==> src/rtl/div_seq_ctrl_pkg.sv <==
// Shared types and constants for the RV32M divide sequencer.
// Optional build macro DIV_FASTPATH_EN is consumed by div_seq_ctrl.
package div_seq_ctrl_pkg;

  localparam int unsigned DIV_DATA_WIDTH  = 32;
  localparam int unsigned DIV_RADDR_WIDTH = 5;

  localparam logic [DIV_RADDR_WIDTH-1:0] ZERO_REG = '0;
  localparam logic [DIV_DATA_WIDTH-1:0]  ZERO     = '0;

  typedef enum logic [1:0] {
    DIV_OP_DIV  = 2'b00,
    DIV_OP_DIVU = 2'b01,
    DIV_OP_REM  = 2'b10,
    DIV_OP_REMU = 2'b11
  } div_op_e;

  typedef enum logic [1:0] {
    IDLE = 2'b00,
    CALC = 2'b01,
    FIX  = 2'b10,
    DONE = 2'b11
  } div_state_e;

  // Per-operation context captured at launch.
  typedef struct packed {
    div_op_e op;
    logic    sign_a;
    logic    sign_b;
    logic    div_zero;
    logic    ovf;
  } div_ctx_t;

  function automatic logic op_is_signed(input div_op_e op);
    return ~op[0];
  endfunction

  function automatic logic op_is_rem(input div_op_e op);
    return op[1];
  endfunction

endpackage

==> src/rtl/div_seq_ctrl_div_step.sv <==
// One restoring-division iteration: shift a dividend bit into the remainder,
// trial-subtract the divisor and shift the resulting quotient bit in.
module div_step #(
  parameter int unsigned W = 32
) (
  input  logic [W-1:0] rem_in,
  input  logic [W-1:0] quot_in,
  input  logic [W-1:0] divisor,
  output logic [W-1:0] rem_out,
  output logic [W-1:0] quot_out
);

  logic [W:0] shifted;
  logic [W:0] diff;

  assign shifted  = {rem_in, quot_in[W-1]};
  assign diff     = shifted - {1'b0, divisor};
  // Borrow out of the trial subtract means restore the shifted remainder.
  assign rem_out  = diff[W] ? shifted[W-1:0] : diff[W-1:0];
  assign quot_out = {quot_in[W-2:0], ~diff[W]};

endmodule

==> src/rtl/div_seq_ctrl.sv <==
// Multi-cycle DIV/DIVU/REM/REMU sequencer with pipeline stall and writeback.
// Define DIV_FASTPATH_EN to skip the iteration phase for divide-by-zero and signed overflow.
module div_seq_ctrl
  import div_seq_ctrl_pkg::*;
#(
  parameter int unsigned DATA_WIDTH  = DIV_DATA_WIDTH,
  parameter int unsigned RADDR_WIDTH = DIV_RADDR_WIDTH
) (
  input  logic                   clk_i,
  input  logic                   rst_i,
  input  logic                   start_i,
  input  logic [1:0]             op_i,
  input  logic [DATA_WIDTH-1:0]  dividend_i,
  input  logic [DATA_WIDTH-1:0]  divisor_i,
  input  logic [RADDR_WIDTH-1:0] reg_waddr_i,
  input  logic                   abort_i,
  output logic                   busy_o,
  output logic                   stall_req_o,
  output logic                   done_o,
  output logic [DATA_WIDTH-1:0]  result_o,
  output logic [RADDR_WIDTH-1:0] reg_waddr_o,
  output logic                   reg_we_o
);

  localparam int unsigned          CNT_W    = $clog2(DATA_WIDTH);
  localparam logic [CNT_W-1:0]      CNT_LAST = CNT_W'(DATA_WIDTH - 1);
  localparam logic [DATA_WIDTH-1:0] MIN_NEG  = {1'b1, {(DATA_WIDTH-1){1'b0}}};

  div_state_e             state_q, state_d;
  logic [CNT_W-1:0]       cnt_q, cnt_d;
  div_ctx_t               ctx_q, ctx_d;
  logic [DATA_WIDTH-1:0]  rem_q, rem_d;
  logic [DATA_WIDTH-1:0]  quot_q, quot_d;
  logic [DATA_WIDTH-1:0]  dvsr_q, dvsr_d;
  logic [DATA_WIDTH-1:0]  dvnd_q, dvnd_d;
  logic [RADDR_WIDTH-1:0] waddr_q, waddr_d;
  logic                   busy_d, done_d;
  logic [DATA_WIDTH-1:0]  result_d;
  logic [RADDR_WIDTH-1:0] raddr_d;

  // Launch-side operand decode.
  div_op_e               op_in;
  logic                  in_signed, a_neg, b_neg, in_zero, in_ovf;
  logic [DATA_WIDTH-1:0] abs_a, abs_b;

  assign op_in     = div_op_e'(op_i);
  assign in_signed = op_is_signed(op_in);
  assign a_neg     = in_signed & dividend_i[DATA_WIDTH-1];
  assign b_neg     = in_signed & divisor_i[DATA_WIDTH-1];
  assign abs_a     = a_neg ? (~dividend_i + DATA_WIDTH'(1)) : dividend_i;
  assign abs_b     = b_neg ? (~divisor_i + DATA_WIDTH'(1)) : divisor_i;
  assign in_zero   = (divisor_i == '0);
  assign in_ovf    = in_signed & (dividend_i == MIN_NEG) & (divisor_i == '1);

  logic [DATA_WIDTH-1:0] step_rem, step_quot;

  div_step #(.W(DATA_WIDTH)) u_div_step (
    .rem_in   (rem_q),
    .quot_in  (quot_q),
    .divisor  (dvsr_q),
    .rem_out  (step_rem),
    .quot_out (step_quot)
  );

  // Sign correction and RISC-V special-case results.
  logic [DATA_WIDTH-1:0] q_fix, r_fix, fix_result;

  always_comb begin
    q_fix = (ctx_q.sign_a ^ ctx_q.sign_b) ? (~quot_q + DATA_WIDTH'(1)) : quot_q;
    r_fix = ctx_q.sign_a ? (~rem_q + DATA_WIDTH'(1)) : rem_q;
    if (ctx_q.div_zero) begin
      q_fix = '1;
      r_fix = dvnd_q;
    end else if (ctx_q.ovf) begin
      q_fix = MIN_NEG;
      r_fix = '0;
    end
    fix_result = op_is_rem(ctx_q.op) ? r_fix : q_fix;
  end

  assign stall_req_o = ((state_q == IDLE) && start_i) || (state_q == CALC) || (state_q == FIX);

  // Next-state and next-output logic.
  always_comb begin
    state_d  = state_q;
    cnt_d    = cnt_q;
    ctx_d    = ctx_q;
    rem_d    = rem_q;
    quot_d   = quot_q;
    dvsr_d   = dvsr_q;
    dvnd_d   = dvnd_q;
    waddr_d  = waddr_q;
    result_d = result_o;
    raddr_d  = reg_waddr_o;
    done_d   = 1'b0;

    unique case (state_q)
      IDLE: begin
        if (start_i) begin
          ctx_d.op       = op_in;
          ctx_d.sign_a   = a_neg;
          ctx_d.sign_b   = b_neg;
          ctx_d.div_zero = in_zero;
          ctx_d.ovf      = in_ovf;
          rem_d          = '0;
          quot_d         = abs_a;
          dvsr_d         = abs_b;
          dvnd_d         = dividend_i;
          waddr_d        = reg_waddr_i;
          cnt_d          = '0;
`ifdef DIV_FASTPATH_EN
          state_d        = (in_zero || in_ovf) ? FIX : CALC;
`else
          state_d        = CALC;
`endif
        end
      end
      CALC: begin
        rem_d  = step_rem;
        quot_d = step_quot;
        cnt_d  = cnt_q + CNT_W'(1);
        if (cnt_q == CNT_LAST) state_d = FIX;
      end
      FIX: begin
        result_d = fix_result;
        raddr_d  = waddr_q;
        done_d   = 1'b1;
        state_d  = DONE;
      end
      DONE: state_d = IDLE;
      default: state_d = IDLE;
    endcase

    // A flush kills the operation and suppresses any writeback this edge.
    if (abort_i) begin
      state_d  = IDLE;
      cnt_d    = '0;
      done_d   = 1'b0;
      result_d = result_o;
      raddr_d  = reg_waddr_o;
    end

    busy_d = (state_d == CALC) || (state_d == FIX);
  end

  always_ff @(posedge clk_i) begin
    if (rst_i) begin
      state_q     <= IDLE;
      cnt_q       <= '0;
      ctx_q       <= '0;
      rem_q       <= '0;
      quot_q      <= '0;
      dvsr_q      <= '0;
      dvnd_q      <= '0;
      waddr_q     <= RADDR_WIDTH'(ZERO_REG);
      busy_o      <= 1'b0;
      done_o      <= 1'b0;
      reg_we_o    <= 1'b0;
      result_o    <= DATA_WIDTH'(ZERO);
      reg_waddr_o <= RADDR_WIDTH'(ZERO_REG);
    end else begin
      state_q     <= state_d;
      cnt_q       <= cnt_d;
      ctx_q       <= ctx_d;
      rem_q       <= rem_d;
      quot_q      <= quot_d;
      dvsr_q      <= dvsr_d;
      dvnd_q      <= dvnd_d;
      waddr_q     <= waddr_d;
      busy_o      <= busy_d;
      done_o      <= done_d;
      reg_we_o    <= done_d;
      result_o    <= result_d;
      reg_waddr_o <= raddr_d;
    end
  end

endmodule
==> config.mk <==
export PLATFORM = sky130hd
export DESIGN_NAME = div_seq_ctrl
export DESIGN_NICKNAME = d
export VERILOG_FILES = /design/src/rtl/div_seq_ctrl_pkg.sv /design/src/rtl/div_seq_ctrl_div_step.sv /design/src/rtl/div_seq_ctrl.sv
export SDC_FILE = /design/constraint.sdc
export NUM_CORES = 1
export LEC_CHECK = 0
export BUFFER_PORTS_ARGS = -buffer_cell sky130_fd_sc_hd__buf_4
export CORE_AREA = 5 5 195 197
export DETAILED_ROUTE_END_ITERATION = 10
export DIE_AREA = 0 0 200 202
export HOLD_SLACK_MARGIN = 0.05
export SYNTH_ARGS = -nofsm -noshare
export SYNTH_HDL_FRONTEND = slang
export SYNTH_HIERARCHICAL = 1
export SYNTH_SLANG_ARGS = --single-unit
==> constraint.sdc <==
create_clock -name clk_i -period 8.9 [get_ports clk_i]
set_input_delay 0.89 -clock clk_i [delete_from_list [all_inputs] [get_ports clk_i]]
set_output_delay 0.89 -clock clk_i [all_outputs]
set_load 0.03 [all_outputs]
* After elaboration in Yosys (flattened, before gate mapping)
Cells that the tools add are included.
Word-level totals: bits of input ports 75, register bits after elaboration 185
Cells by class: eq/ne operators 9, bitwise logic cells 12, muxes and demuxes 21, $add $sub $neg 6, reductions and logical operators 11
Operators by type and width (number):
- 32-bit 2-to-1 mux | 12
- 32-bit by 1-bit adder with 32-bit output (second input constant) | 4
- 32-bit inverter | 4
- 32-bit one-hot mux with 2 select lines | 2
- 32-bit equality test (second input constant) | 2
- 33-bit by 32-bit subtractor with 33-bit output | 1
- 32-bit logical NOT | 1
- 5-bit one-hot mux with 2 select lines | 1
- 2-bit one-hot mux with 4 select lines | 1
- 2-bit equality test (second input constant) | 3
- 2-bit 2-to-1 mux | 3
- 2-bit AND reduction | 3
- 5-bit by 1-bit adder with 5-bit output (second input constant) | 1
- 5-bit equality test (second input constant) | 1
- 5-bit 2-to-1 mux | 1
- 1-bit bitwise AND | 4
- 2-bit by 1-bit equality test with 1-bit output (second input constant) | 2
- 1-bit logical OR | 3
- 1-bit inverter | 3
- 2-bit logical NOT | 1
- 2-bit inequality test (second input constant) | 1
- 2-bit nonzero test | 1
- 2-bit OR reduction | 1
- 1-bit logical AND | 1
- other kinds (2) | 2

* Depth between registers and ports, before layout
Gate-level depths: netlist of run 1.
depth in word-level cells 6, depth in mapped cells 17, gate-level depth less buffers 15

* By module
The synthesis of run 1 kept the hierarchy.
By module, submodules not included:
- div_seq_ctrl | cells each 1279, seq. area each 3683.5 um2, area an instance 9846.9 um2, instances 1
- div_step | cells each 336, seq. area each 0.0 um2, area an instance 2591.2 um2, instances 1

* Least setup slack after synthesis of run 1
Ideal clock, no wire load.
path type reg-to-reg, start point register quot_q[31], end point register rem_q[10], arrival 3227 ps, stages on the path, launching flop included 18, buffers on the path 2, data required time 8768 ps, slack 5541 ps, path through dfxtp_1 -> inv_1 -> ha_1 -> fa_1 -> and2b_2 -> o2111ai_2 -> a21oi_2 -> o2111ai_1 -> a211oi_2 -> nor2_4 -> mux2i_4 -> and2_4 -> buf_12 -> inv_8 -> buf_12 -> mux2_4 -> nand2_1 -> a21oi_1
Between the ends: longest elaborated chain between the ends 3
Ends and longest elaborated chain:
- from (decl) | line div_seq_ctrl.sv:33 | logic [DATA_WIDTH-1:0] quot_q, quot_d;
- from (signal assigned) | line div_seq_ctrl.sv:166 | quot_q <= quot_d;
- 33-bit by 32-bit subtractor with 33-bit output | line div_seq_ctrl_div_step.sv:17 | assign diff = shifted - {1'b0, divisor};
- 32-bit 2-to-1 mux | line div_seq_ctrl_div_step.sv:19 | assign rem_out = diff[W] ? shifted[W-1:0] : diff[W-1:0];
- via step_rem[10] | line div_seq_ctrl.sv:55 | logic [DATA_WIDTH-1:0] step_rem, step_quot;
- 32-bit one-hot mux with 2 select lines | line div_seq_ctrl.sv:97 | unique case (state_q)
- to (signal assigned) | line div_seq_ctrl.sv:165 | rem_q <= rem_d;
- to (decl) | line div_seq_ctrl.sv:32 | logic [DATA_WIDTH-1:0] rem_q, rem_d;
The timed path passes the listed nets, and every way through them passes these cells. A chain may end at the register's enable or synchronous reset.

* Worst setup path after layout of run 1
start point register quot_q[31], end point register rem_q[5]
The elaborated chain is that of the path after synthesis.

==> metrics.txt, run 1 <==
status finished, final reports clean; final slew viol count 0; Critical R2R Launch quot_q[31]; Tot GR Track Use 0.195; Hold Fails Final Rpt 0; total CTS buffers 17; YS warnings 6; Final period util 0.414; worst-margin pin slew about 1.2 ns; Synth top area share 0.296; Yosys top cell by area dfxtp_1; fin nets ~1,700; Skew-Pair Late Insertion Delay roughly 0.45 ns; post-synth cell types 88; DIE HEIGHT approximately 200 microns; CTS Buffer Depth 2; Initial Util 0.345; cts hold-fix bufs 0; critical path type flop to flop; Crit. End Element flop; Ports about 120; syn nets 1,730; ANT cells 0; VDD IR-drop max 124 uV; initial antenna violation count 0; HPWL Detailed between 20 and 30 mm; minimum clock period 3.69 ns; Yosys reg bits ~180; first-pass GRT wire length between 60 and 70 mm; Setup crit start quot_q[31]; Layout area overhead 11.4%; CTS Sinks ~180; Die Area approximately 0.04 sq mm; Wirelength per Cell between 15 and 20 microns; largest net degree at the start of global routing 72; CP startpoint kind flop; Root Driver clkbuf_16; Die W roughly 200 microns; area post-placement between 0.01 and 0.015 sq mm; clk_skew about 0.012 ns; via count of the first global-routing pass 11,301; fill cell count roughly 3,800; H-tree depth 4; largest fanout on the critical path 24; DR iter-0 viols 980; dominant synthesized flop cell dfxtp_1; Syn Area/Cell between 7 and 8 sq um; TritonCTS clock tree done; routed vias/inst about 5.7; HP Start waddr_q[3]; final setup violating endpoints 0; flop-to-flop setup slack between 5 and 6 ns; final core utilization 0.384; core box area approximately 0.036 sq mm; Leak around 5.3 nW; first-pass iteration count of the detailed router 7; PortBufs 115; worst hold path type flop to flop; Post-synth EDFFs 0; Resize count post-CTS 0; final WL around 40 mm; drt drc 0; share of layout cells above drive strength 1 0.131; RSZ-0062 raised after global routing false; row count 70; register area share after synthesis 0.296; max-capacitance violation count 0; post-layout total power between 2 and 2.5 mW; final instance area 0.0139 sq mm; Final GP Congestion 0.888; Min Hold Slack around 0.45 ns; Setup TNS 0 ns; antenna-violating nets left 0; largest cells by area after synthesis dfxtp_1 30%, a21oi_1 7.5%, nand2_1 6.6%; routed via count between 10,000 and 15,000; Setup Buffers After CTS 0; Cells after Synth about 1,600; pwr/cell area 151 mW/mm^2; WP data arrival 3.99 ns; fmax roughly 0.27 GHz; Post-synth ARST share 0; GR Overflow Total 0; worst endpoint required time between 9 and 10 ns; Slew headroom 0.227; Synth Cell Area 0.0124 sq mm; Worst-path clk slew around 0.070 ns
==> cell usage in the layout, fill, tap and decap left out, types with 21 or more instances in the layout <==
master / n
a211oi_1: 21
a21oi_1: 187
a22oi_1: 23
a31oi_1: 22
buf_4: 128
dfxtp_1: 184
ha_1: 39
inv_1: 51
nand2_1: 218
nand3_1: 62
nor2_1: 106
nor3_1: 36
o21ai_0: 75
o22ai_1: 21
o31ai_1: 28
xnor2_1: 79
xor2_1: 55
==> report_power, final <==
group	switching (mW)	internal, mW	total, mW
clock	0.368	0.431	0.799
combinational	0.242	0.158	0.399
sequential	0.0382	0.858	0.896
==> final cells by class <==
type / instances / area (sq um) / share of cell area
Tap cell: 468 / 586 / 0.0422
Clock buffer: 19 / 443 / 0.0320
Sequential cell: 184 / 3680 / 0.266
Multi-Input combinational cell: 1245 / 7820 / 0.564
Clock inverter: 13 / 163 / 0.0117
Inverter: 54 / 210 / 0.0152
Timing Repair Buffer: 128 / 961 / 0.0693
==> final timing paths <==
kind | cells past startpoint | end
max | 15 | rem_q[5]
min | 2 | reg_waddr_o[3]
max reg2reg | 15 | rem_q[5]
min reg2reg | 2 | reg_waddr_o[3]
==> stage by stage <==
| step | setup slack, ns | cells |
|---|---|---|
| 6_report | 5.21 | 2111 |
| 3_5_place_dp | 5.24 | 2079 |
| 3_3_place_gp | 5.35 | 2079 |
| 2_1_floorplan | 5.54 | 1615 |
| 4_1_cts | 5.22 | 2111 |
| 5_1_grt | 4.98 | 2111 |
==> registers in the layout (all words and copies together), names as in the netlist, 32 cells and up <==
name      cells
dvnd_q       32
dvsr_q       32
quot_q       32
rem_q        32
result_o     32
==> critical path: stages (launching register included) <==
cell	delay (ns)
dfxtp_1	0.40
inv_1	0.07
ha_1	0.22
fa_1	0.41
and2b_2	0.25
o2111ai_2	0.13
a21oi_2	0.23
o2111ai_1	0.19
a211oi_2	0.33
nor2_4	0.10
mux2i_4	0.25
and2_4	0.23
inv_8	0.22
mux2_2	0.37
nand2_1	0.06
a21oi_1	0.07
==> synthesized netlist by cell type (all sizes together), types with 5 or more instances <==
| cell | count |
|---|---|
| o2111ai | 6 |
| nand3 | 62 |
| buf | 50 |
| xor2 | 55 |
| nor2 | 109 |
| mux2 | 27 |
| a211oi | 22 |
| nand2 | 219 |
| nor3 | 36 |
| nor2b | 8 |
| or4 | 10 |
| nand4 | 17 |
| a21o | 19 |
| clkbuf | 81 |
| nor4 | 16 |
| dfxtp | 184 |
| o22ai | 21 |
| o21a | 12 |
| inv | 52 |
| a22oi | 23 |
| xnor2 | 79 |
| o21ai | 75 |
| nand2b | 12 |
| a221oi | 14 |
| o41ai | 10 |
| mux2i | 5 |
| a21oi | 188 |
| o211ai | 9 |
| or3 | 19 |
| o31ai | 29 |
| a221o | 8 |
| a31oi | 22 |
| ha | 39 |
| and3 | 15 |
| or2 | 5 |
| o21bai | 5 |
==> logic make-up after synthesis <==
logic type,after synthesis,synth area share
compound gates,489,0.248
mux,32,0.0352
flops,184,0.296
simple gates,550,0.208
buf+inv,186,0.0774
fa+ha+maj,40,0.0408
xor+xnor,134,0.0944
==> routing by layer <==
layer / global-route usage / vias to the layer above / wire [microns]
met5: 0 / - / 0
met3: 0.0405 / 54 / 2680
met2: 0.296 / 414 / 17700
li1: - / 5798 / -
met1: 0.277 / 5731 / 18600
met4: 0.0594 / 0 / 974
No activity file was read; power rests on OpenSTA's default activity.
==> run 2: changes to the inputs <==
Clock period 8.9 ns to 3.8 ns, I/O delays scaled along.
==> run 2 against run 1 <==
Via count is essentially flat. Largest cell class unchanged. Setup slack worse by 5.0 ns. Combinational power up 150%. Routed wire length rose by 2.4%. Critical endpoint is now rem_q[3]. Non-clock buffer count increased by 22. Highest routed layer unchanged.
==> metrics.txt, run 2 (synthesis gave the netlist of run 1 again) <==
status finished, final reports clean (unchanged); DR iter-0 viols 954 (was 980); cts hold-fix bufs 0 (unchanged); hold depth 3 (was 2); Global Route met2 Usage 0.302 (was 0.296); VDD IR-drop max 283 uV (was 124 uV); Setup TNS 0 ns (unchanged); HP Start reg_waddr_i[4] (was waddr_q[3]); Critical Path Max Stage Delay 0.40 ns (was 0.41 ns); CP startpoint kind flop (unchanged); PortBufs 115 (unchanged); CTS Buffer Depth 2 (unchanged); first-pass GRT wire length 63.8 mm (was 63.7 mm); HPWL Detailed 30.2 mm (was 28.8 mm); fill cell count 3,805 (was 3,789); Wirelength per Cell 19.2 microns (was 18.9 microns); initial antenna violation count 0 (unchanged); Slew headroom 0.195 (was 0.227); fin nets 1,767 (was 1,745); critical-path cell list inv_1, ha_1, fa_1, and2b_2, o2111ai_2, a21oi_2, o2111ai_1, a211oi_2, nor2_4, mux2i_4, and2_4, inv_8, mux2_2, nand2_1, a21oi_1 (unchanged); Tot GR Track Use 0.196 (was 0.195); core box area 0.0361 sq mm (unchanged); met1 Resource Use GR 0.283 (was 0.277); commonest non-fill, non-tap cells in the layout 218 x nand2_1, 187 x a21oi_1, 184 x dfxtp_1, 150 x buf_4, 106 x nor2_1 (was 218 x nand2_1, 187 x a21oi_1, 184 x dfxtp_1, 128 x buf_4, 106 x nor2_1); reg-to-reg endpoint rem_q[3] (was rem_q[5]); Setup crit start quot_q[31] (unchanged); fmax 0.277 GHz (was 0.271 GHz); Crit. End Element flop (unchanged); Ports 116 (unchanged); worst-margin pin slew 1.20 ns (was 1.16 ns); area post-placement 0.0134 sq mm (was 0.0133 sq mm); H-tree depth 4 (unchanged); Initial Util 0.345 (unchanged); total CTS buffers 17 (unchanged); pwr/cell area 346 mW/mm^2 (was 151 mW/mm^2); Layout area overhead 12.5% (was 11.4%); FF-to-FF path depth 15 (unchanged); met3 Track Usage GR 0.0323 (was 0.0405); Final period util 0.949 (was 0.414); clk_skew 0.0180 ns (was 0.0122 ns); antenna-violating nets left 0 (unchanged); via count of the first global-routing pass 11,328 (was 11,301); final slew viol count 0 (unchanged); Worst Hold Path EP waddr_q[4] (was reg_waddr_o[3]); slowest CP cell fa_1 (unchanged); Leak 5.44 nW (was 5.34 nW); WP data arrival 3.90 ns (was 3.99 ns); RSZ-0062 raised after global routing false (unchanged); TritonCTS clock tree done (unchanged); Die W 200 microns (unchanged); drt drc 0 (unchanged); minimum clock period 3.61 ns (was 3.69 ns); GR Overflow Total 0 (unchanged); dpl ws 0.237 ns (was 5.24 ns); Final GP Congestion 0.905 (was 0.888); Worst-path clk slew 0.08 ns (was 0.07 ns); final worst slack 0.194 ns (was 5.21 ns); CTS Sinks 184 (unchanged); critical path type flop to flop (unchanged); Resize count post-CTS 0 (unchanged); final WL 40.9 mm (was 40.0 mm); final setup violating endpoints 0 (unchanged); row count 70 (unchanged); flop-to-flop setup slack 0.19 ns (was 5.21 ns); worst hold path type input pin to flop (was flop to flop); largest net degree at the start of global routing 77 (was 72); most common cell after layout, fill and taps aside nand2_1 (unchanged); ANT cells 0 (unchanged); GR peak layer met2 (unchanged); first-pass iteration count of the detailed router 5 (was 7); final instance area 0.0140 sq mm (was 0.0139 sq mm); Die Area 0.0404 sq mm (unchanged); Setup Buffers After CTS 0 (unchanged); routed via count 11,995 (was 11,997); DIE HEIGHT 202 microns (unchanged); Critical R2R Launch quot_q[31] (unchanged); post-layout total power 4.84 mW (was 2.09 mW); largest fanout on the critical path 24 (unchanged); Skew-Pair Late Insertion Delay 0.45 ns (about the same); max-capacitance violation count 0 (unchanged); routed vias/inst 5.62 (was 5.68); Hold Fails Final Rpt 0 (unchanged); share of layout cells above drive strength 1 0.143 (was 0.131); Root Driver clkbuf_16 (unchanged); worst endpoint required time 4.09 ns (was 9.20 ns)
[run 2: changes by cell type in the layout (fill, tap and decap cells not counted), sizes merged]
| cell | previous run | this run |
|---|---|---|
| buf | 128 | 150 |
| bufinv | 2 | 0 |
| clkinv | 6 | 8 |
| clkinvlp | 2 | 1 |
| inv | 57 | 58 |
[run 2: worst max-delay path by stage]
| stage | endpoint | slack (ns) | cells after the start |
|---|---|---|---|
| after detailed placement | rem_q[3] | 0.24 | 15 |
| after global placement | rem_q[4] | 0.29 | 15 |
| after floorplan | rem_q[10] | 0.44 | 17 |
| after global routing | rem_q[4] | 0.02 | 15 |
| final | rem_q[3] | 0.19 | 15 |
| after CTS | rem_q[3] | 0.21 | 15 |
[run 2: cell type report]
| cell class | instances | area [sq um] | area share |
|---|---|---|---|
| Tap cell | 468 | 586 | 0.0418 |
| Inverter | 54 | 210 | 0.0150 |
| Clock buffer | 19 | 443 | 0.0317 |
| Timing Repair Buffer | 150 | 1130 | 0.0805 |
| Clock inverter | 13 | 129 | 0.00921 |
| Multi-Input combinational cell | 1245 | 7820 | 0.559 |
| Sequential cell | 184 | 3680 | 0.263 |
[run 2: per-stage QoR]
stage               instances  hold WS [ns]  utilization
floorplan                1615         0.425            -
global placement         2101         0.438        0.372
detailed placement       2101         0.446        0.372
CTS                      2133         0.154        0.388
global route             2133         0.174        0.388
finish                   2133         0.173        0.388
[run 2: where the power goes]
part | total, mW | internal (mW) | switching [mW]
clock | 1.77 | 0.886 | 0.886
combinational | 0.978 | 0.388 | 0.590
sequential | 2.09 | 2.01 | 0.0805
[run 2: worst max-delay path: cells and delay by family, from the launching register on]
family                     cells  cell delay, ns
adders and majority gates      2            0.62
buffers and inverters          2            0.28
DFF                            1            0.38
AOI/OAI and AO/OA              5            0.97
muxes                          2            0.57
and+or+nand+nor                4            0.62
[run 2: metal layers]
metal  wire, microns  vias to the layer above
met3            2590                       48
met5               0                        -
met1           19200                     5685
met2           18300                      421
li1                -                     5841
met4             845                        0
